--- config.mk ---
export PLATFORM = sky130hd
export DESIGN_NAME = cache_fill_fsm
export DESIGN_NICKNAME = d
export VERILOG_FILES = /design/src/rtl/cache_fill_fsm.sv
export SDC_FILE = /design/constraint.sdc
export NUM_CORES = 1
export LEC_CHECK = 0
export CORE_MARGIN = 4
export CORE_UTILIZATION = 35
export CTS_CLUSTER_SIZE = 28
export DETAILED_ROUTE_END_ITERATION = 8
export GPL_TIMING_DRIVEN = 0
export PLACE_DENSITY = 0.78
export SYNTH_ARGS = -nofsm -noshare
export SYNTH_HDL_FRONTEND = slang
export SYNTH_SLANG_ARGS = --single-unit
--- constraint.sdc ---
create_clock -name clk -period 1.2 [get_ports clk]
set_input_delay 0.24 -clock clk [delete_from_list [all_inputs] [get_ports clk]]
set_output_delay 0.24 -clock clk [all_outputs]
set_load 0.03 [all_outputs]
--- src/rtl/cache_fill_fsm.sv ---
// Block-fill miss handler: on a cache miss, issues back-to-back word reads for the whole block,
// streams returned words into the data array and writes the tag with the last word.
module cache_fill_fsm #(
  parameter int ADDR_WIDTH  = 16,
  parameter int BLOCK_WORDS = 8,
  localparam int WB         = $clog2(BLOCK_WORDS)
) (
  input  logic                  clk,
  input  logic                  rst,
  input  logic                  miss_detected,
  input  logic [ADDR_WIDTH-1:0] miss_address,
  input  logic                  memory_data_valid,
  input  logic [15:0]           memory_data,
  output logic                  mem_enable,
  output logic [ADDR_WIDTH-1:0] mem_addr,
  output logic                  fsm_busy,
  output logic                  write_data_array,
  output logic                  write_tag_array,
  output logic [WB-1:0]         fill_word,
  output logic [15:0]           fill_data,
  output logic                  o_dbg_state
);

  localparam int OFF = WB + 1;
  localparam int CW  = WB + 1;

  typedef enum logic {
    IDLE = 1'b0,
    FILL = 1'b1
  } state_t;

  state_t                r_state;
  state_t                w_state_next;
  logic [ADDR_WIDTH-1:0] r_base;
  logic [CW-1:0]         r_issue_cnt;
  logic [CW-1:0]         r_recv_cnt;
  logic                  w_unused;

  // Byte-offset bits of the miss address are dropped; the fill always starts at word 0.
  assign w_unused    = ^miss_address[OFF-1:0];
  assign o_dbg_state = r_state;

  always_ff @(posedge clk) begin
    if (rst) begin
      r_state     <= IDLE;
      r_base      <= '0;
      r_issue_cnt <= '0;
      r_recv_cnt  <= '0;
    end else begin
      r_state <= w_state_next;
      case (r_state)
        IDLE: begin
          if (miss_detected) begin
            r_base      <= {miss_address[ADDR_WIDTH-1:OFF], {OFF{1'b0}}};
            r_issue_cnt <= '0;
            r_recv_cnt  <= '0;
          end
        end
        FILL: begin
          if (mem_enable)       r_issue_cnt <= r_issue_cnt + CW'(1);
          if (write_data_array) r_recv_cnt  <= r_recv_cnt + CW'(1);
        end
        default: ;
      endcase
    end
  end

  // Issue and receive sides run independently, so the last request and the
  // first return may land in the same cycle.
  always_comb begin
    w_state_next     = r_state;
    mem_enable       = 1'b0;
    mem_addr         = '0;
    fsm_busy         = 1'b0;
    write_data_array = 1'b0;
    write_tag_array  = 1'b0;
    fill_word        = '0;
    fill_data        = '0;
    case (r_state)
      IDLE: begin
        if (miss_detected) w_state_next = FILL;
      end
      FILL: begin
        fsm_busy   = 1'b1;
        mem_enable = (r_issue_cnt < CW'(BLOCK_WORDS));
        mem_addr   = r_base | {{(ADDR_WIDTH-OFF){1'b0}}, r_issue_cnt[WB-1:0], 1'b0};
        if (memory_data_valid) begin
          write_data_array = 1'b1;
          fill_word        = r_recv_cnt[WB-1:0];
          fill_data        = memory_data;
          if (r_recv_cnt == CW'(BLOCK_WORDS - 1)) begin
            write_tag_array = 1'b1;
            w_state_next    = IDLE;
          end
        end
      end
      default: w_state_next = IDLE;
    endcase
  end

endmodule

==> run summary, run 1 <==
outcome -> complete, but fails checks
failing checks -> negative setup slack
post-layout util -> 85.1%
iteration-0 DRC count of the detailed router -> 43
list of most frequent post-synthesis cells -> nand2_1 (27), dfxtp_1 (21), and3_1 (19)
CP Cell Sequence -> buf_6, nand3_4, nor3b_4, buf_6
Cell Rows -> 19
wire per inst -> 17.8 um
Syn Nets -> 180
Syn. warnings -> 0
Yosys top cell by area -> dfxtp_1
clk root buf -> clkbuf_4
Via Count -> 1,368
CP Data Required Time -> 0.96 ns
remaining antenna violation count -> 0
Tot GR Track Use -> 20.1%
Worst Setup End Kind -> output port
Worst-Margin Slew -> 0.609 ns
crit-path most repeated cell -> buf_6
RSZ-0062 raised after global routing -> yes
fin worst setup slack -> -0.384 ns
vias in the first global route -> 1,310
setup slack at placement -> -1.21 ns
Unique masters post-synth -> 23
Max clock buf depth -> 2
Tot Pwr -> 0.00175 W
GP Congestion -> 0.745
CTS buffer count -> 3
Power Dens Cells -> 719 nW/um2
syn avg cell area -> 7.66 um2
ant diodes -> 0
sequential area share after synthesis -> 38.7%
Worst Clk Skew -> 0.00508 ns
most frequent cell after synthesis -> nand2_1
# H-tree levels -> 1
ys async rst share -> 0%
clock power share -> 19.4%
largest net degree at the start of global routing -> 13
core area -> 2850 um2
post-route cell area -> 2430 um2
sequential power share -> 43.1%
Hold Buf Count CTS -> 0
crit-path max cell delay -> 0.38 ns
EDFF count, synth -> 0
fmax -> 0.631 GHz
startpoint types -> flop
CP arrival -> 1.34 ns
ratio of cells with drive above 1 in the final layout -> 60.1%
overall die area -> 4060 um2
final wirelength -> 4700 um
Synth top area share -> 38.7%
dpl hpwl -> 2800 um
CP Max Fanout -> 5
top_reg_cell synth -> dfxtp_1
Cell Area, Placed -> 1910 um2
GRT overflow -> 0
die width -> 63.7 um
clk slew on worst S/H paths -> 0.12 ns
vias per inst -> 5.18
P&R area growth vs syn -> 123%
Post-Syn Area -> 1090 um2
net switching power -> 0.000539 W
# DRC -> 0
Max-cap violations -> 0
num ports -> 76
ranking of synthesized cells by area -> dfxtp_1 (39%), and3_1 (11%), nand2_1 (9.3%), and2_1 (8.6%), a21oi_1 (7.4%)
first-pass GRT wire length -> 6470 um
Fin. Hold Viols -> 0
Layout Nets -> 272
Hold Crit Class -> reg -> reg
TNS Setup -> -14.24 ns
antenna violations before repair -> 0
P_int -> 0.00121 W
Final period util -> 132%
Comb pwr share -> 37.4%
drt pass-1 iters -> 4
final setup vio count -> 58
post-synthesis register bit count -> 21
I/O Buffers -> 70
CTS tree -> done
die height -> 63.7 um
Crit-path slowest cell -> dfxtp_4
Tmin final -> 1.58 ns
Reg2Reg Setup Slack -> -0.26 ns
WS Path Type -> reg -> out
Clock Latency Late Sink -> 0.30 ns
slew margin rel. -> 59.4%
Max VDD drop -> 0.743 mV
final slew viol count -> 0
Pleak -> 1.05 nW
Initial Utilization -> 38.1%
Sw Ratio -> 30.9%
Cells after Synth -> 142
FILL cells -> 154
clock sinks -> 21
-- power by group through the flow --
stage	logic [W]	registers (W)	clock network, W
floorplan	0.000233	0.000764	0
global placement	0.000441	0.000763	0
detailed placement	0.000451	0.000765	0
CTS	0.000594	0.000748	0.000344
global route	0.000690	0.000757	0.000390
finish	0.000654	0.000753	0.000339
-- cells in the final DEF (no fill, tap or decap), types with 2 or more instances in the layout --
| cell | Yosys | layout |
|---|---|---|
| buf_6 | 0 | 50 |
| clkdlybuf4s50_1 | 0 | 30 |
| dfxtp_1 | 21 | 18 |
| nand2_1 | 27 | 17 |
| and2_4 | 0 | 15 |
| and3_4 | 0 | 15 |
| buf_4 | 5 | 11 |
| a21oi_2 | 0 | 8 |
| nand2_2 | 0 | 8 |
| a21oi_1 | 16 | 8 |
| nand3_1 | 6 | 4 |
| buf_8 | 0 | 3 |
| and3_2 | 0 | 3 |
| nor2_1 | 3 | 3 |
| clkbuf_4 | 0 | 3 |
| clkbuf_8 | 0 | 2 |
| nand2b_4 | 0 | 2 |
| inv_4 | 0 | 2 |
| nand2_4 | 0 | 2 |
| xor2_1 | 2 | 2 |
| nor3_2 | 0 | 2 |
| nand2b_1 | 4 | 2 |
| dfxtp_4 | 0 | 2 |
-- metrics by stage --
stage,hold WS [ns],std cells
global route,0.453,264
global placement,0.438,243
detailed placement,0.443,243
floorplan,0.376,142
CTS,0.464,262
finish,0.469,264
-- layer usage --
metal	up-vias	wire, um	GRT usage (%)
li1	651	-	-
met5	-	0	0
met3	14	306	4.03
met4	0	167	8.63
met1	631	1840	23.3
met2	72	2390	35.7
-- worst paths after layout --
check,startpoint,to,cells after the start
min,r_base[14]$_SDFFE_PP0P_,r_base[14]$_SDFFE_PP0P_,2
max reg2reg,o_dbg_state$_SDFF_PP0_,r_base[10]$_SDFFE_PP0P_,8
max,o_dbg_state$_SDFF_PP0_,write_tag_array,4
min reg2reg,r_base[14]$_SDFFE_PP0P_,r_base[14]$_SDFFE_PP0P_,2
-- cell families after synthesis --
| logic type | synth area share (%) |
|---|---|
| flip-flops | 38.7 |
| other | 0.345 |
| XOR/XNOR | 1.61 |
| AND/OR/NAND/NOR | 40.0 |
| buffers and inverters | 7.60 |
| AO/OA/AOI/OAI | 7.37 |
| adder cells (fa/ha/maj) | 2.30 |
| multiplexers | 2.07 |
-- worst max-delay path, delay by kind of cell, from the launching register on --
family,cells,cell delay (ns)
simple gates,2,0.35
buf+inv,2,0.31
flops,1,0.38
-- state kept, by name (all words and copies together) (netlist names) --
| name | flops |
|---|---|
| r_recv_cnt | 4 |
| o_dbg_state | 1 |
| r_issue_cnt | 4 |
| r_base | 12 |
-- layout make-up --
cell class,count,area [um2],share of cell area (%)
timing repair buffer,88,946,39.0
multi-input combinational,105,836,34.4
sequential,21,429,17.7
buffer,13,138,5.67
tap,31,38.8,1.60
clock buffer,3,22.5,0.928
inverter,2,12.5,0.515
clock inverter,1,5.00,0.206
-- repair_timing --
action / in CTS / in global routing
gates cloned: 3 / 0
endpoints found under the setup margin: 50 / 58
resized for setup: 330 / 37
pin swaps: 6 / 5
buffers inserted: 12 / 5
(Power assumes the default switching activity.)
==> run 2, diff against run 1 <==
--- a/config.mk
+++ b/config.mk
@@ -11,6 +11,7 @@
 export DETAILED_ROUTE_END_ITERATION = 8
 export GPL_TIMING_DRIVEN = 0
 export PLACE_DENSITY = 0.78
+export SLEW_MARGIN = 20
 export SYNTH_ARGS = -nofsm -noshare
 export SYNTH_HDL_FRONTEND = slang
 export SYNTH_SLANG_ARGS = --single-unit
==> constraint.sdc (replaced) <==
create_clock -name clk -period 1.5 [get_ports clk]
set_input_delay 0.3 -clock clk [delete_from_list [all_inputs] [get_ports clk]]
set_output_delay 0.3 -clock clk [all_outputs]
set_load 0.03 [all_outputs]
==> run 2 against run 1 <==
The run still ends with negative setup slack left; final area fell by 14%; global-route usage fell by 3.7 points; critical path depth did not move; final cell count fell by 3.8%.
==> run summary, run 2 (synthesis results as in run 1) <==
Tot GR Track Use -> 16.3%
Via Count -> 1,278
crit path launch -> o_dbg_state$_SDFF_PP0_
remaining antenna violation count -> 0
Max VDD drop -> 0.526 mV
final wirelength -> 3570 um
Pleak -> 0.929 nW
WHS -> 0.458 ns
FILL cells -> 216
P&R area growth vs syn -> 91.1%
TNS Setup -> -2.57 ns
Worst Setup End Kind -> output port
RSZ-0062 raised after global routing -> yes
Final period util -> 107%
final setup vio count -> 33
Reg2Reg Setup Slack -> 0.28 ns
antenna violations before repair -> 0
ratio of cells with drive above 1 in the final layout -> 38.1%
Clock Latency Late Sink -> 0.31 ns
Hold Buf Count CTS -> 0
CP Data Required Time -> 1.20 ns
WS Path Type -> reg -> out
die height -> 63.7 um
Tmin final -> 1.60 ns
clock sinks -> 21
wire per inst -> 14.0 um
Layout Nets -> 262
R2R depth -> 4
Worst R2R Start -> o_dbg_state$_SDFF_PP0_
ant diodes -> 0
CP arrival -> 1.30 ns
# DRC -> 0
die width -> 63.7 um
commonest non-fill, non-tap cell in the layout -> buf_6
vias per inst -> 5.03
setup slack at placement -> -0.925 ns
Max-cap violations -> 0
vias in the first global route -> 1,211
Hold Crit Class -> reg -> reg
Initial Utilization -> 38.1%
worst r2r dst -> r_recv_cnt[3]$_SDFFE_PP0P_
iteration-0 DRC count of the detailed router -> 26
largest net degree at the start of global routing -> 13
clk slew on worst S/H paths -> 0.11 ns
drt pass-1 iters -> 4
dpl hpwl -> 2530 um
Tot Pwr -> 0.00127 W
Cell Rows -> 19
Largest register FFs -> 12
clk root buf -> clkbuf_4
biggest regs -> r_base (12), r_issue_cnt (4), r_recv_cnt (4)
GP Congestion -> 0.714
I/O Buffers -> 70
CTS buffer count -> 3
Fin. Hold Viols -> 0
core area -> 2850 um2
first-pass GRT wire length -> 5420 um
CP Max Fanout -> 10
Power Dens Cells -> 611 nW/um2
# H-tree levels -> 1
num ports -> 76
startpoint types -> flop
outcome -> complete, but fails checks
Worst Clk Skew -> 0.00296 ns
overall die area -> 4060 um2
Top reg by flops -> r_base
critical path endpoint -> fill_data[2]
failing checks -> negative setup slack
CTS tree -> done
Max clock buf depth -> 2
most frequent cells in the layout -> buf_6 (37), clkdlybuf4s50_1 (30), nand2_1 (27)
fmax -> 0.624 GHz
final slew viol count -> 0
fin worst setup slack -> -0.103 ns
GRT overflow -> 0
## run 2: cell count changes in the layout (fill, tap and decap cells not counted), sizes merged
cell         previous run  this run
buf                    66        51
clkbuf                  7        11
dlygate4sd2             1         2
## run 2: repair_timing
item	CTS	global route
endpoints found under the setup margin	39	36
gates cloned	1	0
gates resized for setup	272	31
pin swaps	1	2
setup buffers	3	3
hold endpoints to repair	0	0
## run 2: metrics by stage
step	std cells	instance area [um2]	utilization [%]
after floorplan	142	1090	-
after global placement	243	1830	64.3
after detailed placement	243	1830	64.3
after CTS	251	1950	68.3
after global routing	254	2080	72.9
final	254	2080	72.9
## run 2: routing by layer
layer / wire length, um / share of wire (%) / global-route usage (%) / vias up
li1: - / - / - / 628
met1: 1540 / 43 / 19.2 / 578
met2: 1680 / 47 / 28.4 / 63
met3: 261 / 7.3 / 3.50 / 9
met4: 90 / 2.5 / 7.55 / 0
met5: 0 / 0 / 0 / -
## run 2: final cells by class
cell class | count | area [um2] | area share, %
repair buffers | 77 | 785 | 37.7
multi-input cells | 105 | 681 | 32.8
flip-flops and latches | 21 | 427 | 20.5
plain buffers | 14 | 113 | 5.42
well taps | 31 | 38.8 | 1.87
clock buffers | 3 | 22.5 | 1.08
inverters | 2 | 7.51 | 0.361
clock inverters | 1 | 5.00 | 0.241
## run 2: how the worst min path moves through the flow
stage	start	to	depth (start not counted)
detailed placement	r_base[4]$_SDFFE_PP0P_	r_base[4]$_SDFFE_PP0P_	2
CTS	r_base[4]$_SDFFE_PP0P_	r_base[4]$_SDFFE_PP0P_	2
floorplan	r_base[10]$_SDFFE_PP0P_	r_base[10]$_SDFFE_PP0P_	2
global placement	r_base[7]$_SDFFE_PP0P_	r_base[7]$_SDFFE_PP0P_	2
global route	r_base[15]$_SDFFE_PP0P_	r_base[15]$_SDFFE_PP0P_	2
finish	r_base[15]$_SDFFE_PP0P_	r_base[15]$_SDFFE_PP0P_	2
## run 2: worst max-delay path, cell delays in order, from the launching register on
cell      delay, ns
dfxtp_4        0.40
buf_6          0.13
clkbuf_8       0.16
and3_4         0.18
buf_6          0.12
## run 2: power breakdown
group	leakage [nW]	internal (W)	switching, W	total [W]
Clock	0.0177	0.0000996	0.000172	0.000271
Combinational	0.738	0.000208	0.000191	0.000398
Sequential	0.173	0.000583	0.0000179	0.000600
Total	0.929	0.000890	0.000380	0.00127
